===== src/rtl/framebuffer_reader_if.sv =====
// rtl/framebuffer_reader_if.sv - Avalon-MM read master and pixel stream bundle
interface framebuffer_reader_if;
  logic [31:0] avm_address;
  logic        avm_read;
  logic        avm_waitrequest;
  logic [15:0] avm_readdata;
  logic        avm_readdatavalid;
  logic [15:0] pixel_data;
  logic        pixel_valid;
  logic        pixel_ready;

  modport master (
    output avm_address, avm_read,
    input  avm_waitrequest, avm_readdata, avm_readdatavalid,
    output pixel_data, pixel_valid,
    input  pixel_ready
  );

  modport slave (
    input  avm_address, avm_read,
    output avm_waitrequest, avm_readdata, avm_readdatavalid,
    input  pixel_data, pixel_valid,
    output pixel_ready
  );
endinterface


===== src/rtl/framebuffer_reader.sv =====
// rtl/framebuffer_reader.sv - Frame fetcher: Avalon-MM reads into a first-word-fall-through pixel FIFO
// Reads are issued only while in-flight reads plus buffered pixels leave FIFO room.
module framebuffer_reader #(
  parameter int H_RES      = 240,
  parameter int V_RES      = 320,
  parameter int FIFO_DEPTH = 16
) (
  input  logic                 clk,
  input  logic                 reset,
  input  logic                 enable,
  input  logic [31:0]          base_addr,
  input  logic                 frame_sync,
  framebuffer_reader_if.master bus,
  output logic                 busy,
  output logic                 underrun
);
  localparam int NPIX = H_RES * V_RES;
  localparam int CW   = $clog2(NPIX + 1);
  localparam int AW   = $clog2(FIFO_DEPTH);
  localparam int FW   = AW + 1;
  localparam logic [CW-1:0] LAST_IDX = CW'(NPIX - 1);
  localparam logic [FW:0]   DEPTH    = (FW+1)'(FIFO_DEPTH);

  typedef enum logic [1:0] {IDLE, FETCH, DRAIN, FLUSH} state_t;

  state_t          state_q, state_d;
  logic [31:0]     addr_q, addr_d;
  logic [CW-1:0]   issue_cnt_q, issue_cnt_d;
  logic [FW-1:0]   in_flight_q, in_flight_d;
  logic            hold_q, hold_d;
  logic            underrun_q, underrun_d;
  logic [15:0]     mem_q [FIFO_DEPTH];
  logic [AW-1:0]   wr_ptr_q, wr_ptr_d, rd_ptr_q, rd_ptr_d;
  logic [FW-1:0]   count_q, count_d;

  logic            fifo_empty, credit, rd_req, accept, ret, push, pop;
  logic            fifo_clr, start;
  logic [FW:0]     committed;

  assign fifo_empty = (count_q == '0);
  assign committed  = {1'b0, in_flight_q} + {1'b0, count_q};
  assign credit     = (committed < DEPTH);
  // A stalled read stays asserted even after an abort moves the state to FLUSH.
  assign rd_req     = hold_q || (state_q == FETCH && credit);
  assign accept     = rd_req && !bus.avm_waitrequest;
  // Returns with nothing outstanding belong to reads issued before a reset.
  assign ret        = bus.avm_readdatavalid && (in_flight_q != '0);
  assign push       = ret && (state_q != FLUSH);
  assign pop        = bus.pixel_valid && bus.pixel_ready;

  assign bus.avm_read    = rd_req;
  assign bus.avm_address = rd_req ? addr_q : 32'h0;
  assign bus.pixel_valid = !fifo_empty && (state_q != FLUSH);
  assign bus.pixel_data  = bus.pixel_valid ? mem_q[rd_ptr_q] : 16'h0;
  assign busy            = (state_q != IDLE);
  assign underrun        = underrun_q;

  always_comb begin
    state_d     = state_q;
    addr_d      = addr_q;
    issue_cnt_d = issue_cnt_q;
    hold_d      = rd_req && bus.avm_waitrequest;
    fifo_clr    = 1'b0;
    start       = 1'b0;

    if (accept) begin
      addr_d      = addr_q + 32'd2;
      issue_cnt_d = issue_cnt_q + 1'b1;
    end

    case (state_q)
      IDLE:  if (frame_sync && enable) start = 1'b1;
      FETCH: begin
        if (frame_sync) begin
          state_d  = FLUSH;
          fifo_clr = 1'b1;
        end else if (accept && issue_cnt_q == LAST_IDX) begin
          state_d = DRAIN;
        end
      end
      DRAIN: begin
        if (frame_sync) begin
          state_d  = FLUSH;
          fifo_clr = 1'b1;
        end else if (in_flight_q == '0 && fifo_empty) begin
          state_d = IDLE;
        end
      end
      FLUSH: if (in_flight_q == '0 && !hold_q) start = 1'b1;
      default: state_d = IDLE;
    endcase

    if (start) begin
      state_d     = FETCH;
      addr_d      = base_addr;
      issue_cnt_d = '0;
      fifo_clr    = 1'b1;
    end
  end

  always_comb begin
    case ({accept, ret})
      2'b10:   in_flight_d = in_flight_q + 1'b1;
      2'b01:   in_flight_d = in_flight_q - 1'b1;
      default: in_flight_d = in_flight_q;
    endcase

    underrun_d = underrun_q;
    if (start)
      underrun_d = 1'b0;
    else if (state_q == FETCH && bus.pixel_ready && fifo_empty)
      underrun_d = 1'b1;
  end

  always_comb begin
    wr_ptr_d = wr_ptr_q;
    rd_ptr_d = rd_ptr_q;
    count_d  = count_q;
    if (fifo_clr) begin
      wr_ptr_d = '0;
      rd_ptr_d = '0;
      count_d  = '0;
    end else begin
      if (push) wr_ptr_d = wr_ptr_q + 1'b1;
      if (pop)  rd_ptr_d = rd_ptr_q + 1'b1;
      case ({push, pop})
        2'b10:   count_d = count_q + 1'b1;
        2'b01:   count_d = count_q - 1'b1;
        default: count_d = count_q;
      endcase
    end
  end

  always_ff @(posedge clk) begin
    if (reset) begin
      state_q     <= IDLE;
      addr_q      <= '0;
      issue_cnt_q <= '0;
      in_flight_q <= '0;
      hold_q      <= 1'b0;
      underrun_q  <= 1'b0;
      wr_ptr_q    <= '0;
      rd_ptr_q    <= '0;
      count_q     <= '0;
    end else begin
      state_q     <= state_d;
      addr_q      <= addr_d;
      issue_cnt_q <= issue_cnt_d;
      in_flight_q <= in_flight_d;
      hold_q      <= hold_d;
      underrun_q  <= underrun_d;
      wr_ptr_q    <= wr_ptr_d;
      rd_ptr_q    <= rd_ptr_d;
      count_q     <= count_d;
    end
  end

  always_ff @(posedge clk) begin
    if (!reset && push && !fifo_clr)
      mem_q[wr_ptr_q] <= bus.avm_readdata;
  end
endmodule


===== src/flat_wrapper.sv =====
// flat-port wrapper written by rule: the top's interface ports become plain ports
module framebuffer_reader_flat 
#(
  parameter int H_RES      = 240,
  parameter int V_RES      = 320,
  parameter int FIFO_DEPTH = 16
)
  (clk, reset, enable, base_addr, frame_sync, busy, underrun, bus_avm_address, bus_avm_read, bus_avm_waitrequest, bus_avm_readdata, bus_avm_readdatavalid, bus_pixel_data, bus_pixel_valid, bus_pixel_ready);
  framebuffer_reader_if bus_i ();
  input  logic clk;
  input  logic reset;
  input  logic enable;
  input  logic [31:0] base_addr;
  input  logic frame_sync;
  output logic busy;
  output logic underrun;
  output wire logic [$bits(bus_i.avm_address)-1:0] bus_avm_address;
  output wire logic [$bits(bus_i.avm_read)-1:0] bus_avm_read;
  input wire logic [$bits(bus_i.avm_waitrequest)-1:0] bus_avm_waitrequest;
  input wire logic [$bits(bus_i.avm_readdata)-1:0] bus_avm_readdata;
  input wire logic [$bits(bus_i.avm_readdatavalid)-1:0] bus_avm_readdatavalid;
  output wire logic [$bits(bus_i.pixel_data)-1:0] bus_pixel_data;
  output wire logic [$bits(bus_i.pixel_valid)-1:0] bus_pixel_valid;
  input wire logic [$bits(bus_i.pixel_ready)-1:0] bus_pixel_ready;
  assign bus_avm_address = bus_i.avm_address;
  assign bus_avm_read = bus_i.avm_read;
  assign bus_i.avm_waitrequest = bus_avm_waitrequest;
  assign bus_i.avm_readdata = bus_avm_readdata;
  assign bus_i.avm_readdatavalid = bus_avm_readdatavalid;
  assign bus_pixel_data = bus_i.pixel_data;
  assign bus_pixel_valid = bus_i.pixel_valid;
  assign bus_i.pixel_ready = bus_pixel_ready;
  framebuffer_reader #(.H_RES(H_RES), .V_RES(V_RES), .FIFO_DEPTH(FIFO_DEPTH)) u_core (.clk(clk), .reset(reset), .enable(enable), .base_addr(base_addr), .frame_sync(frame_sync), .bus(bus_i), .busy(busy), .underrun(underrun));
endmodule

===== config.mk =====
export PLATFORM = sky130hd
export DESIGN_NAME = framebuffer_reader_flat
export DESIGN_NICKNAME = d
export VERILOG_FILES = /design/src/rtl/framebuffer_reader_if.sv /design/src/rtl/framebuffer_reader.sv /design/src/flat_wrapper.sv
export SDC_FILE = /design/constraint.sdc
export NUM_CORES = 1
export LEC_CHECK = 0
export BUFFER_PORTS_ARGS = -buffer_cell sky130_fd_sc_hd__buf_2
export CORE_MARGIN = 1
export CORE_UTILIZATION = 45
export DETAILED_ROUTE_END_ITERATION = 6
export HOLD_SLACK_MARGIN = 0.05
export PLACE_DENSITY = 0.67
export SLEW_MARGIN = 20
export SYNTH_ARGS = -nofsm -noshare
export SYNTH_HDL_FRONTEND = slang
export SYNTH_SLANG_ARGS = --single-unit

===== constraint.sdc =====
create_clock -name clk -period 5.12 [get_ports clk]
set_input_delay 0 -clock clk [delete_from_list [all_inputs] [get_ports clk]]
set_output_delay 0 -clock clk [all_outputs]
set_load 0.02 [all_outputs]

Word level (Yosys, flattened, before mapping)
Memory sizes are Yosys's and may differ from the RTL's. A register that Yosys moved wholly into a read port is not among the register bits.
Cells that the tools add are included.
{ "word_totals": {"ff_bits": 71, "ram_bits": 256, "inputBits": 55, "word_cells": 92, "n_memories": 1} }
{ "memory_table": {"columns": ["name", "depth", "word_bits", "read_ports", "rd_ports_with_merged_regs", "write_ports", "line_no", "text"], "rows": [
  ["u_core.mem_q", 16, 16, 1, 1, 1, "framebuffer_reader.sv:32", "logic [15:0] mem_q [FIFO_DEPTH];"]
]} }
{ "op_classes": {"n_addsub": 9, "order_cmp": 1, "eq_ne": 13, "muxes": 22, "n_reduce_logical": 36} }
{ "op_table": {"columns": ["cell", "count"], "rows": [
  ["$mux W32", 3],
  ["$add A32 B2 Y32 const B", 1],
  ["$pmux W5 S2", 2],
  ["$add A17 B1 Y17 const B", 1],
  ["$eq A17 B17 Y1 const B", 1],
  ["$mux W16", 1],
  ["$logic_and A1 B1 Y1", 15],
  ["$add A5 B1 Y5 const B", 2],
  ["$logic_not A5 Y1", 2],
  ["$reduce_bool A2 Y1", 5],
  ["$sub A5 B1 Y5 const B", 2],
  ["$add A4 B1 Y4 const B", 2],
  ["$eq A2 B2 Y1 const B", 4],
  ["$mux W1", 8],
  ["$mux W2", 4],
  ["$mux W4", 2],
  ["$add A5 B5 Y6", 1],
  ["$eq A2 B1 Y1 const B", 3],
  ["$lt A6 B5 Y1 const B", 1],
  ["$reduce_and A3 Y1", 2],
  ["$reduce_or A2 Y1", 3],
  ["$logic_not A1 Y1", 5],
  ["$reduce_bool A5 Y1", 1],
  ["$ne A4 B2 Y1 const B", 1],
  ["9 further kinds", 9]
]} }

Depth between registers and ports, before layout
Gate-level depths: netlist (run 1).
{ "depth": {"depth_word": 10, "ltp_mapped": 15, "depth_no_buf": 14} }

Worst setup path before layout (run 1)
OpenSTA, ideal clock, no wires.
{ "synth_path": {"path_type": "reg2reg", "start": "register u_core.in_flight_q[4]", "end": "register u_core.in_flight_q[4]", "setup_time_ns": 0.121, "arrival_ns": 3.492, "slack_ns": 1.507, "stages_incl_launch_ff": 15, "path_buffers": 1, "period_less_slack_ns": 3.613, "cell_sequence": "dfxtp_1 ha_1 or4b_4 a21o_1 nor2_1 inv_1 ha_1 clkbuf_1 xor2_1 ha_1 inv_1 o21ai_0 a21o_1 a221oi_1 mux2_2"} }
{ "synth_between": {"elab_chain_cells": 7} }
{ "synth_lines": {"columns": ["element", "line_no", "text"], "rows": [
  ["start: declaration", "framebuffer_reader.sv:29", "logic [FW-1:0] in_flight_q, in_flight_d;"],
  ["start signal: assignment", "framebuffer_reader.sv:149", "in_flight_q <= in_flight_d;"],
  ["$add A5 B5 Y6", "framebuffer_reader.sv:41", "assign committed = {1'b0, in_flight_q} + {1'b0, count_q};"],
  ["$lt A6 B5 Y1", "framebuffer_reader.sv:42", "assign credit = (committed < DEPTH);"],
  ["$logic_and A1 B1 Y1", "framebuffer_reader.sv:44", "assign rd_req = hold_q || (state_q == FETCH && credit);"],
  ["$logic_or A1 B1 Y1", "framebuffer_reader.sv:44", null],
  ["$logic_and A1 B1 Y1", "framebuffer_reader.sv:45", "assign accept = rd_req && !bus.avm_waitrequest;"],
  ["$eq A2 B1 Y1 or $eq A2 B2 Y1 (tied branches)", "framebuffer_reader.sv:102", "case ({accept, ret})"],
  ["$pmux W5 S2 or $reduce_bool A2 Y1 (tied branches)", null, null]
]} }
Parallel ways exist; a longest one is shown, timed or not.
A chain may end at the register's enable or synchronous reset.

Final worst setup path (run 1)
{ "layout_path": {"start": "register u_core.state_q[1]", "end": "register u_core.in_flight_q[4]"} }
{ "layout_between": {"elab_chain_cells": 6} }
{ "layout_lines": {"columns": ["element", "line_no", "text"], "rows": [
  ["start: declaration", "framebuffer_reader.sv:26", "state_t state_q, state_d;"],
  ["start signal: assignment", "framebuffer_reader.sv:146", "state_q <= state_d;"],
  ["$eq A2 B1 Y1 (*)", "framebuffer_reader.sv:44", null],
  ["$logic_and A1 B1 Y1 (*)", "framebuffer_reader.sv:44", null],
  ["$logic_or A1 B1 Y1 (*)", "framebuffer_reader.sv:44", null],
  ["$logic_and A1 B1 Y1 (*)", "framebuffer_reader.sv:45", null],
  ["$eq A2 B1 Y1 or $eq A2 B2 Y1 (tied branches)", "framebuffer_reader.sv:102", null],
  ["$pmux W5 S2 or $reduce_bool A2 Y1 (tied branches)", null, null]
]} }
Every way passes the cells marked *; elsewhere a longest branch is shown, timed or not.

==> qor.yml, run 1 <==
outcome:
  outcome: "complete, no violations"
synth:
  ys_types: 55
  yosysSeqAreaShare_pct: 64.4
  synthMuxAreaShare_pct: 13.1
  netlist_instances: 945
  synth_compound_area_share_pct: 4.24
  synthMostInstantiatedCell: "edfxtp_1"
  synth_top_family_by_area: "multiplexers"
  synthAdderAreaFrac_pct: 2.25
  synthesis.nets: 1025
  synth_flop_cell: "edfxtp_1"
  yosys-top-cells-count: "edfxtp_1 (256), mux4_2 (80), nor2_1 (79)"
  synthXorXnorAreaFrac_pct: 2.64
  yosysTopAreaCell: "edfxtp_1"
  yosys-top-cells-area: "edfxtp_1 (54%), mux4_2 (13%), dfxtp_1 (11%)"
  synth_area_per_cell_um2: 15.1
  synth_top_area_share_pct: 53.9
  synth-warning-count: 0
  syn_area_um2: 14300
  synth_edf_count: 256
  async_reset_ff_share_pct: 0
  ys_ff_latch: 331
  yosys.area_share.simple_pct: 11.3
cells_and_area:
  drive_gt1_share_pct: 22.8
  n_antenna_cell: 0
  nNetsFinal: 1180
  fin_cells: 1518
  area_growth_pct: 17.9
  fin_area_um2: 16800
  utilization_pct: 54.4
place:
  place_area_um2: 15200
  placed_cells: 1407
  routabilityCongestion: 0.820
  dp_hpwl_mm: 18.8
  place_ws_ns: 0.981
  io_buffers: 106
power_and_ir_drop:
  total_power_mw: 6.84
  clock_power_share_pct: 34.9
  powerDensity_nw_per_um2: 407
  seqPwrFrac_pct: 46.9
  irDropWorstVdd_mv: 0.234
  power_switching_mw: 1.89
  p_comb_share_pct: 18.2
  p_sw_share_pct: 27.6
  intPower_mw: 4.95
  p_leak_nw: 5.63
global_route:
  grt_pass1_vias: 8589
  grt_pass1_wl_mm: 48.6
  grt.total_usage_pct: 19.2
  grt_antenna_before_repair: 0
  grt_remaining_overflow: 0
  grt_max_degree: 70
critical_path:
  startpoint: "u_core.state_q[1]"
  crit_type: "flop to flop"
  start_kind: "flop"
  r2r-end: "u_core.in_flight_q[4]"
  crit_path_max_fanout: 16
  worst_ep_arrival_time_ns: 4.53
  r2r-start: "u_core.state_q[1]"
  cp.required_ns: 5.52
  r2r_cells: 14
  rrSetupSlack_ns: 0.99
  end_kind: "flop"
floorplan:
  start_util_pct: 46.2
  die_area_um2: 32400
  die_y_um: 180
  coreArea_um2: 30900
  num_rows: 64
  io_pins: 107
  die_w_um: 180
timing:
  setup_ws_ns: 0.995
  skew_ns: 0.0119
  min_period_over_period_pct: 80.6
  max-slew-margin-rel_pct: 26.9
  setup-violations-final: 0
  slew_violations: 0
  hold_viol: 0
  hold_ws_ns: 0.0562
  rsz0062_at_grt: "false"
  min_period_ns: 4.13
  worstMarginPinSlew_ns: 1.10
  fmax_mhz: 242
  tns_ns: 0
route:
  wl_met2_mm: 15.0
  num_vias: 8532
  drc: 0
  wl_met3_mm: 1.66
  wl_per_cell_um: 20.1
  ant_nets: 0
  drt-initial-drc-count: 614
  top_layer: "met4"
  totalWireLength_mm: 30.5
  drt-pass1-iter-count: 5
  via_per_inst: 5.62
  drt-met1-wl_mm: 13.3
hold_path:
  hold_class: "input port to flop"
  holdCritStartpoint: "bus_avm_readdatavalid"
  min_path_cells: 5
  whs_endpoint: "u_core.wr_ptr_q[0]"
clocking:
  ctsRootBufferMaster: "clkbuf_16"
  ctsHoldBuffers: 51
  h-tree-depth: 2
  cts_buffer_depth: 3
  cts_resized: 0
  cts_tree: "built"
  clk_pin_slew_worst_paths_ns: 0.06
  post-cts-setup-buffers: 0
  cts.sinks: 331
  cts_made_buffers: 36
  clock_latency_ns: 0.51
flow_run:
  cap_violations: 0
## power groups by stage
stage / Sequential, mW / Combinational, mW / Clock (mW)
after floorplan: 3.18 / 0.918 / 0
after global placement: 3.26 / 1.21 / 0
after detailed placement: 3.26 / 1.22 / 0
after CTS: 3.21 / 1.26 / 2.44
after global routing: 3.23 / 1.38 / 2.55
final: 3.21 / 1.25 / 2.39
## worst max path at each step
stage                                        to  slack [ns]  depth (start not counted)
after floorplan           u_core.in_flight_q[4]        1.51                         14
after global placement    u_core.in_flight_q[4]        1.15                         13
after detailed placement  u_core.in_flight_q[4]        0.98                         14
after CTS                 u_core.in_flight_q[4]        0.97                         14
after global routing      u_core.in_flight_q[4]        0.73                         14
final                     u_core.in_flight_q[4]        0.99                         14
## layout by cell type, fill, tap and decap left out, drive strengths merged, types with 25 or more instances in the layout
master / netlist / layout
edfxtp: 256 / 256
buf: 15 / 118
mux4: 80 / 80
nor2: 79 / 79
dfxtp: 75 / 75
dlygate4sd3: 0 / 51
clkbuf: 37 / 49
nor2b: 37 / 37
xnor2: 32 / 32
inv: 24 / 25
a211oi: 25 / 25
## cell type report
| class | instances | area (um2) |
|---|---|---|
| Fill cell | 2507 | 14100 |
| Sequential cell | 331 | 9190 |
| Multi-Input combinational cell | 538 | 4840 |
| Timing Repair Buffer | 169 | 1130 |
| Clock buffer | 49 | 950 |
| Tap cell | 396 | 495 |
| Clock inverter | 11 | 121 |
| Inverter | 24 | 90.1 |
## cell families (layout without fill, tap and decap cells)
family          count (synthesis)  in the layout
compound gates                 89             89
xor+xnor                       43             43
mux                            87             87
flops                         331            331
buf+inv                        76            253
simple gates                  294            294
fa+ha+maj                      25             25
## state kept, by name (all words and copies together), names as in the netlist, named ones only
register	count
u_core.count_q	5
u_core.hold_q	1
u_core.issue_cnt_q	17
u_core.underrun	1
u_core.addr_q	32
u_core.in_flight_q	5
u_core.mem_q	256
u_core.wr_ptr_q	4
u_core.rd_ptr_q	4
u_core.state_q	2
## metal layers
metal / vias to the layer above / track usage, %
met5: - / 0
met4: 0 / 4.96
met2: 268 / 32.4
met1: 4242 / 26.1
li1: 3986 / -
met3: 36 / 3.01
## critical path: stages, from the launching register on
cell and delay (ns):
dfxtp_1 0.34, inv_1 0.12, ha_1 0.25, or4b_4 0.53, a21o_1 0.40, nor2_1 0.39, inv_1 0.22, ha_1 0.36
xor2_1 0.18, ha_1 0.22, inv_1 0.06, o21ai_0 0.06, a21o_1 0.19, a221oi_1 0.32, mux2_2 0.37
Power figures use the tool's default switching activity.
==> inputs of run 2 (changes only) <==
--- a/config.mk
+++ b/config.mk
@@ -10,7 +10,7 @@
 export CORE_UTILIZATION = 45
 export DETAILED_ROUTE_END_ITERATION = 6
 export HOLD_SLACK_MARGIN = 0.05
-export PLACE_DENSITY = 0.67
+export PLACE_DENSITY = 0.69
 export SLEW_MARGIN = 20
 export SYNTH_ARGS = -nofsm -noshare
 export SYNTH_HDL_FRONTEND = slang
==> constraint.sdc (replaced) <==
create_clock -name clk -period 3.45 [get_ports clk]
set_input_delay 0 -clock clk [delete_from_list [all_inputs] [get_ports clk]]
set_output_delay 0 -clock clk [all_outputs]
set_load 0.02 [all_outputs]
==> qor.yml, run 2 (synthesis gave the netlist of run 1 again) <==
critical_path:
  crit_path_top_delay_cell: "or4b_4"
  cpPeakStageDelay_ns: 0.58  # +0.05 ns
  cp_cell_sequence: "ha_1, or4b_4, a21o_1, nor2_2, inv_1, ha_1, xor2_1, ha_1, inv_1, o21ai_0, a21o_1, a221oi_2, mux2_2"
  crit_type: "flop to flop"
  start_kind: "flop"
  end_kind: "flop"
  worst_ep_arrival_time_ns: 3.65  # -0.88 ns
  crit_path_max_fanout: 5  # -11
  crit_top_cell: "ha_1"
  rrSetupSlack_ns: 0.21  # -0.79 ns
  cp.required_ns: 3.86  # -1.66 ns
timing:
  hold_viol: 0  # unchanged
  hold_ws_ns: 0.0755  # +0.0192 ns
  rsz0062_at_grt: "false"
  max-slew-margin-rel_pct: 23.8  # -3.1 points
  setup-violations-final: 0  # unchanged
  slew_violations: 0  # unchanged
  setup_ws_ns: 0.209  # -0.786 ns
  skew_ns: 0.0109  # -0.00109 ns
  fmax_mhz: 309  # +27%
  min_period_over_period_pct: 93.9  # +13 points
  min_period_ns: 3.24  # -0.884 ns
  worstMarginPinSlew_ns: 1.14  # +0.0456 ns
route:
  num_vias: 8827  # +3.5%
  drt-pass1-iter-count: 5  # unchanged
  drt-initial-drc-count: 590  # -3.9%
  totalWireLength_mm: 31.9  # +4.6%
  wl_per_cell_um: 20.5  # +2.1%
  via_per_inst: 5.68  # +1.0%
  ant_nets: 0  # unchanged
  drc: 0  # unchanged
clocking:
  cts_made_buffers: 36  # unchanged
  cts_buffer_depth: 3  # unchanged
  cts_tree: "built"
  h-tree-depth: 2  # unchanged
  clock_latency_ns: 0.52  # about the same
  clk_pin_slew_worst_paths_ns: 0.06  # about the same
  ctsRootBufferMaster: "clkbuf_16"
  cts.sinks: 331  # unchanged
cells_and_area:
  area_growth_pct: 21.0
  fin_area_um2: 17300  # +2.6%
  nNetsFinal: 1211  # +2.6%
  drive_gt1_share_pct: 25.5  # +2.7 points
  largest_register_ffs: 256  # unchanged
  reg.largest.list: "u_core.mem_q x256, u_core.addr_q x32, u_core.issue_cnt_q x17"
  n_antenna_cell: 0  # unchanged
  layout_common_cells: "edfxtp_1 (256), buf_2 (106), mux4_2 (80)"
  regMostFlops: "u_core.mem_q"
  final_common_cell: "edfxtp_1"
power_and_ir_drop:
  irDropWorstVdd_mv: 0.369  # +58%
  powerDensity_nw_per_um2: 609  # +50%
  p_leak_nw: 5.86  # +4.2%
hold_path:
  hold_class: "input port to flop"
global_route:
  grt_pass1_wl_mm: 50.2  # +3.2%
  grt_antenna_before_repair: 0  # unchanged
  grt_pass1_vias: 8881  # +3.4%
  grt_max_degree: 70  # unchanged
  met2_usage_pct: 33.8  # +1.4 points
  use_met1_pct: 26.8  # +0.72 points
  met3_usage_pct: 3.31  # +0.30 points
  grt_remaining_overflow: 0  # unchanged
  grt.total_usage_pct: 19.9  # +0.73 points
  top_usage_layer: "met2"
place:
  routabilityCongestion: 0.813  # -0.79%
  io_buffers: 106  # unchanged
  place_ws_ns: 0.157  # -0.823 ns
  place_area_um2: 15600  # +2.1%
  dp_hpwl_mm: 19.1  # +1.7%
floorplan:
  coreArea_um2: 30900  # unchanged
  io_pins: 107  # unchanged
  die_y_um: 180  # unchanged
  start_util_pct: 46.2  # unchanged
  num_rows: 64  # unchanged
  die_area_um2: 32400  # unchanged
  die_w_um: 180  # unchanged
flow_run:
  cap_violations: 0  # unchanged
outcome:
  outcome: "complete, no violations"
-- run 2: cell types whose count changed in the layout (fill, tap and decap cells not counted), moves of 2 or more --
cell / previous run / this run
clkinv_2: 1 / 3
dfxtp_1: 73 / 71
bufinv_16: 2 / 4
buf_12: 0 / 7
buf_4: 12 / 35
clkinv_1: 4 / 7
dfxtp_2: 1 / 3
clkbuf_1: 13 / 10
-- run 2: final timing paths --
kind                     start               endpoint  depth (start not counted)
max          u_core.count_q[4]  u_core.in_flight_q[4]                         13
min                      reset  u_core.in_flight_q[1]                          3
max reg2reg  u_core.count_q[4]  u_core.in_flight_q[4]                         13
min reg2reg    u_core.underrun        u_core.underrun                          2
-- run 2: through the flow --
step / std cells / utilization, % / setup TNS, ns / total power [mW]
4_1_cts: 1555 / 55.8 / 0 / 10.6
5_1_grt: 1555 / 55.9 / 0 / 11.0
3_5_place_dp: 1437 / 50.4 / 0 / 6.74
6_report: 1555 / 55.9 / 0 / 10.5
3_3_place_gp: 1437 / 50.4 / 0 / 6.71
2_1_floorplan: 945 / - / -0.0587 / 6.09
-- run 2: power breakdown --
part | switching [mW] | internal [mW]
Sequential | 0.245 | 4.49
Combinational | 1.15 | 0.840
Clock | 1.54 | 2.25
-- run 2: per-layer routing --
metal  wire length [um]  up-vias  part of all wire (%)
met5                  0        -                     0
met4                648        0                   2.0
met1              13700     4418                    43
met2              15600      307                    49
li1                   -     4056                     -
met3               1900       46                   6.0
-- run 2: area by class of cell --
type / instances / area (um2)
fill: 2445 / 13600
sequential: 331 / 9200
clock inverter: 20 / 231
inverter: 24 / 90.1
tap: 396 / 495
clock buffer: 46 / 938
multi-input combinational: 538 / 4860
timing repair buffer: 200 / 1450
-- run 2: worst max-delay path: cells and delay by family, from the launching register on --
family | cells | cell delay (ns)
buf+inv | 2 | 0.12
compound gates | 4 | 0.78
fa+ha+maj | 3 | 0.71
flops | 1 | 0.34
mux | 1 | 0.35
xor+xnor | 1 | 0.15
simple gates | 2 | 0.68
-- run 2: timing repair --
action	4_1_cts	5_1_grt
endpoints found under the hold margin	296	0
buffers inserted	0	0
hold buffers	52	0
endpoints found under the setup margin	0	1
resized for setup	0	3
==> inputs of run 3 (changes only) <==
==> constraint.sdc (replaced) <==
create_clock -name clk -period 3.45 [get_ports clk]
set_input_delay 0.69 -clock clk [delete_from_list [all_inputs] [get_ports clk]]
set_output_delay 0.69 -clock clk [all_outputs]
set_load 0.02 [all_outputs]
==> qor.yml, run 3 (synthesis gave the netlist of run 1 again) <==
clocking:
  cts.sinks: 331  # unchanged
  h-tree-depth: 2  # unchanged
  clk_pin_slew_worst_paths_ns: 0.06  # about the same
  clock_latency_ns: 0.53  # about the same
  ctsRootBufferMaster: "clkbuf_16"
  cts_made_buffers: 37  # +2.8%
  ctsHoldBuffers: 0  # -100%
  cts_buffer_depth: 3  # unchanged
  cts_tree: "built"
cells_and_area:
  reg.largest.list: "u_core.mem_q x256, u_core.addr_q x32, u_core.issue_cnt_q x17"
  largest_register_ffs: 256  # unchanged
  regMostFlops: "u_core.mem_q"
  layout_common_cells: "edfxtp_1 (256), buf_2 (106), mux4_2 (80)"
  drive_gt1_share_pct: 28.2  # +2.7 points
  final_common_cell: "edfxtp_1"
  nNetsFinal: 1169  # -3.5%
  fin_cells: 1514  # -2.6%
  area_growth_pct: 17.9
power_and_ir_drop:
  powerDensity_nw_per_um2: 625  # +2.7%
  irDropWorstVdd_mv: 0.384  # +4.0%
  power_switching_mw: 3.01  # +2.7%
  intPower_mw: 7.51  # -0.96%
  clock_power_share_pct: 35.5  # -0.5 points
  p_sw_share_pct: 28.6  # +0.73 points
  p_leak_nw: 5.69  # -3.0%
  p_comb_share_pct: 19.5  # +0.6 points
  seqPwrFrac_pct: 45.0  # about the same
critical_path:
  cp_cell_sequence: "buf_4, mux4_2, mux4_2, and2_1, buf_2"
  crit_path_top_delay_cell: "mux4_2"
  worst_ep_arrival_time_ns: 2.67  # -0.98 ns
  crit_top_cell: "mux4_2"
  crit_type: "flop to primary output"
  r2r_cells: 13  # unchanged
  rrSetupSlack_ns: 0.16  # -0.05 ns
  cpPeakStageDelay_ns: 0.56  # -0.02 ns
  r2r-start: "u_core.count_q[4]"
  crit_path_max_fanout: 18  # +13
  start_kind: "flop"
  r2r-end: "u_core.in_flight_q[4]"
  endpoint: "bus_pixel_data[0]"
  cp.required_ns: 2.76  # -1.10 ns
  end_kind: "primary output"
route:
  drt-initial-drc-count: 693  # +17%
  wl_per_cell_um: 20.7  # +1.1%
  num_vias: 8623  # -2.3%
  via_per_inst: 5.70  # +0.33%
  totalWireLength_mm: 31.3  # -1.6%
  ant_nets: 0  # unchanged
  drc: 0  # unchanged
  drt-pass1-iter-count: 5  # unchanged
place:
  place_ws_ns: 0.0802  # -0.0772 ns
  dp_hpwl_mm: 19.2  # +0.51%
  routabilityCongestion: 0.830  # +2.1%
  io_buffers: 106  # unchanged
  placed_cells: 1441  # +0.28%
flow_run:
  cap_violations: 0  # unchanged
global_route:
  grt_pass1_vias: 8542  # -3.8%
  grt_antenna_before_repair: 2  # +2
  grt_remaining_overflow: 0  # unchanged
  grt.total_usage_pct: 19.5  # -0.40 points
  grt_max_degree: 71  # +1.4%
  grt_pass1_wl_mm: 49.2  # -2.0%
outcome:
  outcome: "complete, no violations"
timing:
  hold_viol: 0  # unchanged
  min_period_over_period_pct: 97.5  # +3.6 points
  min_period_ns: 3.36  # +0.123 ns
  setup-violations-final: 0  # unchanged
  slew_violations: 0  # unchanged
  fmax_mhz: 297  # -3.6%
  worstMarginPinSlew_ns: 0.615  # -0.527 ns
  rsz0062_at_grt: "true"
  setup_ws_ns: 0.0861  # -0.123 ns
  skew_ns: 0.0158  # +0.00499 ns
  max-slew-margin-rel_pct: 58.8  # +35 points
floorplan:
  die_w_um: 180  # unchanged
  num_rows: 64  # unchanged
  coreArea_um2: 30900  # unchanged
  io_pins: 107  # unchanged
  die_y_um: 180  # unchanged
  die_area_um2: 32400  # unchanged
  start_util_pct: 46.2  # unchanged
hold_path:
  hold_class: "input port to flop"
run 3: cell count changes in the layout (fill, tap and decap cells not counted), moves of 4 or more:
cell,before,now
dlygate4sd3_1,52,0
clkinv_2,3,7
clkbuf_1,10,4
buf_12,7,2
buf_4,35,47
run 3: stage by stage:
step / area [um2] / power (mW) / hold slack [ns] / setup TNS [ns] / util, %
floorplan: 14300 / 6.09 / 0.449 / -0.0587 / -
global placement: 15500 / 6.74 / 0.466 / 0 / 50.3
detailed placement: 15500 / 6.78 / 0.478 / 0 / 50.3
CTS: 16700 / 10.5 / 0.386 / 0 / 54.1
global route: 16800 / 11.0 / 0.401 / -0.0294 / 54.4
finish: 16800 / 10.5 / 0.403 / 0 / 54.4
run 3: timing repair:
| item | CTS | global route |
|---|---|---|
| pin swaps | 0 | 1 |
| buffers inserted | 0 | 4 |
| endpoints found under the setup margin | 14 | 22 |
| hold endpoints to repair | 0 | 0 |
| cloned | 0 | 1 |
| gates resized for setup | 1 | 11 |
run 3: area by class of cell:
type	count	area, um2
flip-flops and latches	331	9200
well taps	396	495
inverters	24	90.1
multi-input cells	539	4910
diodes	1	2.50
repair buffers	156	951
fillers	2467	14100
clock inverters	26	235
clock buffers	41	941
run 3: metal layers:
layer / track usage, % / routed length [um] / vias up
met5: 0 / 13 / -
met4: 5.50 / 608 / 2
met3: 3.29 / 1770 / 44
met2: 32.1 / 15100 / 259
met1: 27.0 / 13800 / 4342
li1: - / - / 3976
run 3: worst min-delay path by stage:
stage | to | startpoint | cells after the start | slack [ns]
after floorplan | u_core.issue_cnt_q[1] | u_core.issue_cnt_q[1] | 2 | 0.45
after global placement | u_core.issue_cnt_q[9] | u_core.issue_cnt_q[9] | 2 | 0.47
after detailed placement | u_core.issue_cnt_q[11] | u_core.issue_cnt_q[11] | 2 | 0.48
after CTS | u_core.addr_q[0] | base_addr[0] | 3 | 0.39
after global routing | u_core.addr_q[0] | base_addr[0] | 3 | 0.40
final | u_core.addr_q[0] | base_addr[0] | 3 | 0.40
run 3: critical path, delay by kind of cell (launching register included):
kind,cells,cell delay [ns]
buf+inv,2,0.53
flops,1,0.37
mux,2,1.04
simple gates,1,0.20
run 3: power groups by stage:
stage                     combinational [mW]  clock (mW)  sequential (mW)
after global placement                  1.95           0             4.79
after global routing                    2.25        3.99             4.76
final                                   2.05        3.73             4.73
after floorplan                         1.36           0             4.72
after CTS                               1.99        3.82             4.72
after detailed placement                1.98           0             4.80
